===== config.mk =====
export PLATFORM = sky130hd
export DESIGN_NAME = pc_fetch_unit
export DESIGN_NICKNAME = d
export VERILOG_FILES = /design/src/rtl/pc_fetch_unit.sv
export SDC_FILE = /design/constraint.sdc
export NUM_CORES = 1
export LEC_CHECK = 0
export CAP_MARGIN = 20
export CORE_ASPECT_RATIO = 0.6
export CORE_UTILIZATION = 40
export CTS_CLUSTER_SIZE = 8
export DETAILED_ROUTE_END_ITERATION = 10
export PLACE_DENSITY = 0.77
export SLEW_MARGIN = 20
export SYNTH_ARGS = -nofsm -noshare
export SYNTH_HDL_FRONTEND = slang
export SYNTH_SLANG_ARGS = --single-unit
export TNS_END_PERCENT = 30

===== constraint.sdc =====
create_clock -name clk -period 3.6 [get_ports clk]
set_clock_uncertainty 0.15 [all_clocks]
set_input_delay 1.08 -clock clk [delete_from_list [all_inputs] [get_ports clk]]
set_output_delay 1.08 -clock clk [all_outputs]
set_load 0.1 [all_outputs]

===== src/rtl/pc_fetch_unit.sv =====
// Architectural PC register plus a single-outstanding instruction fetch over imem req/ack.
// Latency: fetch_start -> imem_req next cycle; imem_ack -> ir_valid next cycle (2-cycle minimum).
// Backpressure: imem_req is held until ack or timeout; new requests wait until the fetch retires.
module pc_fetch_unit #(
    parameter logic [31:0] RESET_PC       = 32'h0000_0000,
    parameter int unsigned TIMEOUT_CYCLES = 16
) (
    input  logic        clk,
    input  logic        rst,
    input  logic [31:0] npc,
    input  logic        fetch_start,
    input  logic        pc_update,
    output logic [31:0] pc,
    output logic        imem_req,
    output logic [31:0] imem_addr,
    input  logic        imem_ack,
    input  logic [31:0] imem_rdata,
    output logic [31:0] ir,
    output logic        ir_valid,
    output logic        busy,
    output logic [31:0] instr_count,
    output logic        misalign_err,
    output logic        fetch_timeout
);

    typedef enum logic [1:0] {
        IDLE  = 2'd0,
        WAIT  = 2'd1,
        VALID = 2'd2
    } state_t;

    localparam logic [31:0] NOP      = 32'h0000_0013;
    localparam logic [7:0]  TMO_LAST = 8'(TIMEOUT_CYCLES - 1);

    state_t     state;
    logic [7:0] tmo_cnt;

    assign imem_addr = pc;
    assign busy      = (state != IDLE);

    always_ff @(posedge clk) begin
        if (rst) begin
            state         <= IDLE;
            pc            <= RESET_PC;
            ir            <= NOP;
            ir_valid      <= 1'b0;
            imem_req      <= 1'b0;
            instr_count   <= 32'd0;
            misalign_err  <= 1'b0;
            fetch_timeout <= 1'b0;
            tmo_cnt       <= 8'd0;
        end else begin
            case (state)
                IDLE: begin
                    // A fetch request outranks a redirect: it uses the old pc and the redirect is dropped.
                    if (fetch_start) begin
                        if (pc[1:0] == 2'b00) begin
                            state    <= WAIT;
                            imem_req <= 1'b1;
                            tmo_cnt  <= 8'd0;
                        end else begin
                            misalign_err <= 1'b1;
                        end
                    end else if (pc_update) begin
                        pc <= npc;
                    end
                end
                WAIT: begin
                    if (imem_ack) begin
                        ir       <= imem_rdata;
                        ir_valid <= 1'b1;
                        imem_req <= 1'b0;
                        state    <= VALID;
                    end else if (tmo_cnt == TMO_LAST) begin
                        imem_req      <= 1'b0;
                        fetch_timeout <= 1'b1;
                        state         <= IDLE;
                    end else begin
                        tmo_cnt <= tmo_cnt + 8'd1;
                    end
                end
                VALID: begin
                    if (pc_update) begin
                        pc          <= npc;
                        ir_valid    <= 1'b0;
                        instr_count <= instr_count + 32'd1;
                        state       <= IDLE;
                    end
                end
                default: begin
                    state    <= IDLE;
                    imem_req <= 1'b0;
                end
            endcase
        end
    end

endmodule


# Word-level counts from Yosys, hierarchy flattened
# Cells that the tools add are included.
op_classes:
  n_mux: 22
  eq_ne: 11
  add_sub_neg: 2
  reduce_logical: 15
  n_bitwise: 3
ops:
  columns: ["cell", "count"]
  rows:
  - ["32-bit 2-to-1 mux", 2]
  - ["32-bit one-hot mux with 2 select lines", 1]
  - ["32-bit by 1-bit adder with 32-bit output, second input constant", 1]
  - ["8-bit 2-to-1 mux", 4]
  - ["8-bit one-hot mux with 2 select lines", 1]
  - ["2-bit inequality test, second input constant", 7]
  - ["2-bit 2-to-1 mux", 5]
  - ["3-bit AND reduction", 3]
  - ["8-bit by 1-bit adder with 8-bit output, second input constant", 1]
  - ["8-bit by 4-bit == test with 1-bit output, second input constant", 1]
  - ["4-bit AND reduction", 2]
  - ["2-bit nonzero test", 4]
  - ["1-bit 2-to-1 mux", 6]
  - ["2-bit one-hot mux with 3 select lines", 1]
  - ["2-bit AND reduction", 3]
  - ["5-bit AND reduction", 1]
  - ["2-bit zero test", 2]
  - ["3-bit inequality test, second input constant", 1]
  - ["1-bit NOT", 3]
  - ["1-bit one-hot mux with 3 select lines", 1]
  - ["2-bit by 1-bit == test with 1-bit output, second input constant", 1]
  - ["2-bit == test, second input constant", 1]
  - ["1-bit one-hot mux with 2 select lines", 1]
word_totals:
  out_inout_bits: 133
  regBits: 110
  inputBits: 69

# Longest topological paths before layout
logic_depth:
  depth_word: 4
  mapped_depth: 7

# Least setup slack after synthesis
# No wires, ideal clock.
synth_timing:
  path_kind: "register to output"
  start: "reg pc[1], in the netlist imem_addr[1]"
  end: "out pc[1]"
  arrival_ns: 1.409
  n_path_buf: 1
  stages_incl_launch_ff: 2
  setup_slack_ns: 0.961
  cell_sequence: "dfxtp_1 > buf_4"
synth_lines:
  columns: ["item", "line_no", "text"]
  rows:
  - ["from (decl)", "13", "output logic [31:0] pc,"]
  - ["from (signal assigned)", "65", "pc <= npc;"]
  - ["from (signal assigned)", "84", "pc <= npc;"]
# No word-level cell between the ends.

# Final worst setup path
layout_timing:
  start: "in pc_update"
  end: "reg instr_count[25]"
layout_between:
  elab_chain_len: 1
layout_lines:
  columns: ["item", "line_no", "text"]
  rows:
  - ["from (decl)", "12", "input logic pc_update,"]
  - ["2-bit AND reduction (no source line)", null, null]
  - ["to (signal assigned)", "86", "instr_count <= instr_count + 32'd1;"]
  - ["to (decl)", "21", "output logic [31:0] instr_count,"]
# No other way between the ends.
# A chain may end at the register's enable or synchronous reset.

==> metrics <==
antenna violations before repair 0; RSZ-0062 raised after global routing no; ys async rst share 0%; drt pass-1 iters 4; core area 11,500 µm²; post-synthesis sequential area ratio 45.9%; clock share of power 32.7%; DIE AREA 12,400 µm²; DRC errors left 0; GRT overflow 0; Worst slew margin 61.2%; Synth Flop Type dfxtp_1; Critical Path RT roughly 3.7 ns; syn_area_per_cell just over 8 µm²; Starting Density 41.8%; startpoint types primary input; CTS tree done; overall routing resource usage 21.0%; later-pin clock latency in the skew report between 0.3 and 0.4 ns; routability congestion estimate 0.820; Routed WL per cell 14.8 µm; vias in the first global route 4,084; first-pass GRT wire length approximately 21,000 µm; Die H 86.8 µm; Post-CTS Setup Bufs 0; CP Capture Type flip-flop; Mapped Nets between 600 and 700; Arr. time, crit path 3.05 ns; Final period util 81.4%; CTS buffer count 9; Post-Syn Area around 4800 µm²; Seq pwr share between 40% and 50%; max_cap viols 0; Die W approximately 140 µm; # nets final 803; power density over cell area ~480 nW/µm²; design area 6620 µm²; Worst-path clk slew 0.07 ns; Post-DP Area roughly 6300 µm²; initial DRC count 368; number of port buffers roughly 200; TNS Setup 0 ns; EDFF count, synth 0; Via-to-Cell Ratio between 5 and 6; ANT cells 0; P_leak 2.64 nW; HPWL Detailed approximately 9900 µm; final setup vio count 0; largest net degree at the start of global routing 40; NetSw 1.14 mW; final hold vios 0; Fin Hold WS 0.308 ns; critical path fanouts, max 12; HP Class flip-flop to flip-flop; Resized cells post-CTS 0; Layout area overhead 38.0%; Rows 30; drt total wl roughly 13,000 µm; Period minus WS final 2.93 ns; DR vias 4,587; fmax roughly 340 MHz; synth warn 0; number of fill cells in the layout 1,024; # IOs roughly 200; status complete, no violations; Pint 2.03 mW; Sw Share between 30 and 40%; maximum vdd drop ~0.27 mV; combinational power share 26.1%; Routed Antenna Nets 0; post-synthesis register bit count 110; # hold bufs at CTS 0; share of post-route cells with drive strength above 1 between 20 and 25%; Max Transition Viols Final 0; CTS Buffer Depth 2; distinct cell type count after synthesis 50; CTS H-Tree Depth 3; Mapped Cells 582; root buffer cell clkbuf_16; Least-Margin Pin Slew 0.582 ns; CP Class primary input to flip-flop; # clock sinks 110
[area by class of cell]
type                    instances  area, µm²  area share (%)
clock buffers                  10        239            3.61
clock inverters                 6       75.1            1.13
inverters                       8       30.0           0.454
multi-input cells             396       2150            32.5
flip-flops and latches        110       2200            33.3
well taps                     160        200            3.02
repair buffers                207       1720            26.0
[sequential cells by signal, summed over array words and instances (netlist names)]
signal,count
tmo_cnt,8
fetch_timeout,1
ir,32
misalign_err,1
imem_addr,32
imem_req,1
state,2
instr_count,32
ir_valid,1
[critical path, cell delays in order]
cell,delay (ns)
clkdlybuf4s50_1,0.47
and4b_1,0.45
nand4_2,0.35
or4_1,0.55
a21oi_1,0.15
[layer usage]
metal | GRT usage (%) | up-vias | wire [µm]
li1 | - | 2272 | -
met4 | 4.16 | 0 | 121
met3 | 7.62 | 11 | 1290
met2 | 32.0 | 171 | 6010
met5 | 0 | - | 0
met1 | 28.5 | 2133 | 5840
[cells in the final DEF, fill, tap and decap left out, types with 7 or more instances in the layout]
cell	count
nand2_1	147
buf_4	140
dfxtp_1	110
a21oi_1	86
clkdlybuf4s50_1	67
nor2_1	27
nand3_1	16
nand4_1	12
o31ai_1	12
or4_1	12
clkbuf_16	9
inv_1	8
xor2_1	7
[synthesized netlist by cell type, types with 2 or more instances]
master,number,area (µm²)
a21oi_1,86,430
a311oi_1,3,26.3
a31oi_1,2,12.5
and2_1,2,12.5
and3_1,3,18.8
and4_1,5,43.8
buf_1,3,11.3
buf_2,5,25.0
buf_4,35,263
buf_6,3,33.8
clkbuf_1,21,78.8
dfxtp_1,110,2200
ha_1,2,25.0
inv_1,8,30.0
mux2_2,5,56.3
nand2_1,147,552
nand2b_1,4,25.0
nand3_1,16,80.1
nand4_1,12,75.1
nand4_2,2,25.0
nand4_4,2,42.5
nor2_1,28,105
nor2b_1,6,37.5
nor3_1,3,15.0
nor4_1,5,31.3
nor4b_1,2,17.5
o21ai_0,3,15.0
o221a_2,2,22.5
o31ai_1,12,90.1
or2_2,2,12.5
or3_1,4,25.0
or4_1,12,90.1
xnor2_1,4,35.0
xor2_1,7,61.3
[worst paths after layout]
path | startpoint | to | slack (ns) | cells past startpoint
max | pc_update | instr_count[25] | 0.67 | 5
min | ir[2] | ir[2] | 0.31 | 2
max reg2reg | state[1] | instr_count[25] | 1.23 | 4
min reg2reg | ir[2] | ir[2] | 0.31 | 2
[through the flow]
stage	setup slack [ns]	util, %	cells	total power, mW
2_1_floorplan	0.961	-	582	1.97
3_3_place_gp	0.381	54.9	881	2.15
3_5_place_dp	0.340	54.9	881	2.16
4_1_cts	0.705	57.6	897	3.20
5_1_grt	0.586	57.6	897	3.28
6_report	0.670	57.6	897	3.17
[power by group through the flow]
stage,Clock [mW],Combinational (mW),Sequential (mW)
floorplan,0,0.344,1.63
global placement,0,0.821,1.33
detailed placement,0,0.827,1.33
CTS,1.07,0.828,1.30
global route,1.11,0.859,1.31
finish,1.04,0.825,1.30
[cell families after synthesis]
kind of cell	synth area share (%)
and+or+nand+nor	26.6
adders and majority gates	0.522
muxes	1.38
xor gates and xnor gates	2.01
AOI/OAI and AO/OA	14.3
DFF	45.9
buffers and inverters	9.31
Note: power is estimated with default switching activity, not from simulation.
